### src/rtl/if_inst_queue.sv
// Fetch-to-decode instruction queue: DEPTH-entry FIFO of {inst, pc} bundles, emptied on any redirect.
// Optional zero-latency empty-queue bypass under `define IF_INST_QUEUE_BYPASS_EN.
module if_inst_queue #(
  parameter int DEPTH = 4,
  parameter int BUS_W = 64
) (
  input  logic                       clk,
  input  logic                       resetn,
  input  logic                       fs2ds_valid,
  input  logic [BUS_W-1:0]           fs2ds_bus,
  output logic                       iq_allowin,
  output logic                       iq2ds_valid,
  output logic [BUS_W-1:0]           iq2ds_bus,
  input  logic                       ds_allowin,
  input  logic                       flush,
  output logic [$clog2(DEPTH):0]     iq_count
);
  localparam int AW = $clog2(DEPTH);
  localparam int CW = AW + 1;

  logic [BUS_W-1:0] mem [DEPTH];
  logic [AW-1:0]    head, tail;
  logic [CW-1:0]    count;
  logic             empty, full, push, pop, bypass;

  assign empty = (count == '0);
  assign full  = (count == CW'(DEPTH));

`ifdef IF_INST_QUEUE_BYPASS_EN
  // Empty queue and decode ready: hand the bundle straight through, storage untouched.
  assign bypass = empty & fs2ds_valid & ds_allowin & ~flush;
`else
  assign bypass = 1'b0;
`endif

  assign iq_allowin  = ~full;
  assign push        = fs2ds_valid & ~full & ~flush & ~bypass;
  assign pop         = ~empty & ds_allowin & ~flush;
  assign iq2ds_valid = ~empty | bypass;
  assign iq2ds_bus   = bypass ? fs2ds_bus : (empty ? '0 : mem[head]);
  assign iq_count    = count;

  always_ff @(posedge clk) begin
    if (push) mem[tail] <= fs2ds_bus;
  end

  always_ff @(posedge clk or negedge resetn) begin
    if (!resetn) begin
      head  <= '0;
      tail  <= '0;
      count <= '0;
    end else if (flush) begin
      head  <= '0;
      tail  <= '0;
      count <= '0;
    end else begin
      if (push) tail <= tail + AW'(1);
      if (pop)  head <= head + AW'(1);
      case ({push, pop})
        2'b10:   count <= count + CW'(1);
        2'b01:   count <= count - CW'(1);
        default: count <= count;
      endcase
    end
  end
endmodule

### config.mk
export PLATFORM = sky130hd
export DESIGN_NAME = if_inst_queue
export DESIGN_NICKNAME = d
export VERILOG_FILES = /design/src/rtl/if_inst_queue.sv
export SDC_FILE = /design/constraint.sdc
export NUM_CORES = 1
export LEC_CHECK = 0
export ABC_AREA = 1
export CORE_ASPECT_RATIO = 0.5
export CORE_UTILIZATION = 55
export DETAILED_ROUTE_END_ITERATION = 8
export PLACE_DENSITY = 0.88
export SLEW_MARGIN = 20
export SYNTH_ARGS = -nofsm -noshare
export SYNTH_HDL_FRONTEND = slang
export SYNTH_SLANG_ARGS = --single-unit
### constraint.sdc
create_clock -name clk -period 5.55 [get_ports clk]
set_clock_uncertainty 0.05 [all_clocks]
set_input_delay 0.8325 -clock clk [delete_from_list [all_inputs] [get_ports clk]]
set_output_delay 0.8325 -clock clk [all_outputs]
set_load 0.01 [all_outputs]
==> flow_summary.toml <==
[clock_tree]
cts_max_path_buffers = 3
tritoncts = "yes"
htreeDepth = 1
numClockSinks = 263
cts_resized = 0
hold_buffers = 0
cts_root_buf = "clkbuf_16"
post-cts-setup-buffer-count = 0
clk_pin_slew_ps = 70
worstSkewPairLatency_ps = 520
cts-buffers-inserted = 23

[global_route]
grt_pass1_wl_um = 35450
grt_use_total = 0.2366
overflow = 0
grt_pass1_vias = 6807
antenna_found_initial = 0
grt_max_degree = 85

[timing]
fin_hold_ws_ps = 522.4
setup_viol = 0
drv_slew = 0
finalCriticalPeriod_ps = 4547
finalSetupTns_ps = 0
max_slew.worst_pin.slew_ps = 1027
fmax_ghz = 0.2199
relSlewSlack = 0.3152
grt_setup_unrepaired = "no"
fin_crit_sh = 0.8192
final_hold_viol_count = 0
fin_ws_ps = 1003

[critical_path]
crit_type = "flop to output port"
endpoint_kind = "output port"
startpoint_type = "flop"
arrival_ps = 3660
timing.rr.start = "iq_count[0]$_DFFE_PN0P_"
cp_data_required_time_ps = 4670
critPathMaxFanout = 83
worstSetupStartpoint = "head[0]$_DFFE_PN0P_"

[detailed_routing]
drc_errors = 0
wl_per_cell_um = 18.81
drtPass1Iterations = 5
drtIter0Drc = 557
routed_wl_um = 22570
post_drt_via_cell_ratio = 5.606
antenna_left = 0
dr_total_vias = 6727

[die]
start_util = 0.5625
die_width_um = 196.0
pin_count = 138
die_h_um = 98.99
rows = 35
fp.dieArea_mm2 = 0.01940
core_mm2 = 0.01839

[placement]
pre_cts_slack_ps = 1576
hpwl_um = 12430
port_buffers = 137
gp_congestion = 0.7878
placed_area_mm2 = 0.01190

[finish]
fin_nets = 1017
antenna_cells = 0
post_route_cells_drive_above_1_share = 0.05313
design_area_mm2 = 0.01266
area_delta_synth_final_pct = 22.34

[power]
power.share.switching = 0.3054
seqPwrFrac = 0.406
ir_drop_uv = 258.0
power_density_mw_per_mm2 = 461.9
switchingPower_mw = 1.786
p_int_mw = 4.061
clkPwrFrac = 0.281
p_leak_nw = 4.270
p_comb_frac = 0.312

[outcome]
status = "finished clean"

[logic_synthesis]
ys_seq_area_frac = 0.7599
synth-warning-count = 0
ys_seq_elements = 263
synth_cell_types = 20
avgSynthCellArea_um2 = 12.65
netlist_instances = 818
netlist_area_mm2 = 0.01035
syn_nets = 892

[flow_run]
cap_violations = 0

[min_path]
min_path_type = "input pin to async pin"
kinds of logic after synthesis:
logic type	synth area share
xor+xnor	0.0008467
buf+inv	0.03084
flops	0.7599
simple gates	0.1046
compound gates	0.09699
fa+ha+maj	0.006773
critical path: stages (launching register included):
cell and delay (ps):
dfrtp_4 750, clkinv_2 920, buf_4 530, o21ai_0 290, a21oi_1 120, clkdlybuf4s50_1 490
cell usage after synthesis:
| library cell | n | area share |
|---|---|---|
| buf_4 | 14 | 0.010 |
| inv_2 | 2 | 0.00073 |
| xnor2_1 | 1 | 0.00085 |
| o21ai_1 | 3 | 0.0015 |
| buf_6 | 2 | 0.0022 |
| o21ai_0 | 129 | 0.062 |
| ha_1 | 4 | 0.0048 |
| a21oi_1 | 67 | 0.032 |
| inv_1 | 12 | 0.0044 |
| clkbuf_1 | 11 | 0.0040 |
| fa_1 | 1 | 0.0019 |
| nand3_1 | 2 | 0.00097 |
| buf_2 | 15 | 0.0073 |
| buf_1 | 6 | 0.0022 |
| edfxtp_1 | 256 | 0.74 |
| a21boi_0 | 1 | 0.00073 |
| nand2_1 | 22 | 0.0080 |
| dfrtp_1 | 7 | 0.017 |
| nor2_2 | 1 | 0.00061 |
| nor2_1 | 262 | 0.095 |
final timing paths:
| path | depth (start not counted) | slack, ps | end |
|---|---|---|---|
| max | 5 | 1000 | iq2ds_bus[44] |
| min | 1 | 520 | tail[0]$_DFFE_PN0P_ |
| max reg2reg | 7 | 2720 | mem[3][56]$_DFFE_PP_ |
| min reg2reg | 2 | 520 | iq_count[1]$_DFFE_PN0P_ |
| max in group asynchronous | 1 | 4640 | head[0]$_DFFE_PN0P_ |
| min in group clk | 2 | 520 | iq_count[1]$_DFFE_PN0P_ |
layer usage:
layer	global-route usage	vias to the layer above	wire, um
li1	-	3141	-
met1	0.2989	3281	9180
met2	0.4227	249	11560
met3	0.03114	56	1149
met4	0.08894	0	680
met5	0	-	0
power by group through the flow:
stage	clock, mW	combinational [mW]	sequential (mW)
2_1_floorplan	0	0.962	2.39
3_3_place_gp	0	1.78	2.41
3_5_place_dp	0	1.82	2.42
4_1_cts	1.66	1.84	2.38
5_1_grt	1.73	1.99	2.39
6_report	1.64	1.83	2.38
flip-flops by register name, indices dropped and copies added, names as in the netlist:
register / flops
head: 2
iq_count: 3
tail: 2
mem: 256
through the flow:
stage	power (mW)	cells	util
after global routing	6.103	1200	0.6882
after detailed placement	4.234	1158	0.6467
final	5.847	1200	0.6882
after global placement	4.186	1158	0.6467
after CTS	5.869	1200	0.6882
after floorplan	3.352	818	-
layout by cell type (no fill, tap or decap), types with 2 or more instances in the layout:
cell / Yosys / layout
clkinv_2: 0 / 2
a21oi_1: 67 / 67
edfxtp_1: 256 / 256
nand3_1: 2 / 2
clkbuf_16: 0 / 23
nand2_1: 22 / 22
buf_4: 14 / 9
clkinv_1: 0 / 4
ha_1: 4 / 4
inv_1: 12 / 11
o21ai_1: 3 / 3
clkbuf_1: 11 / 8
nor2_4: 0 / 4
buf_12: 0 / 2
dfrtp_1: 7 / 5
inv_2: 2 / 2
bufinv_16: 0 / 4
o21ai_0: 129 / 129
nor2_1: 262 / 258
clkdlybuf4s50_1: 0 / 137
layout make-up:
cell class                 count  area (um2)
sequential                   263        7868
clock inverter                11       156.4
fill                        1224        5736
inverter                      14       53.80
tap                          240       300.3
multi-input combinational    493        2195
clock buffer                  31       605.6
timing repair buffer         148        1479
Power figures use the tool's default switching activity.
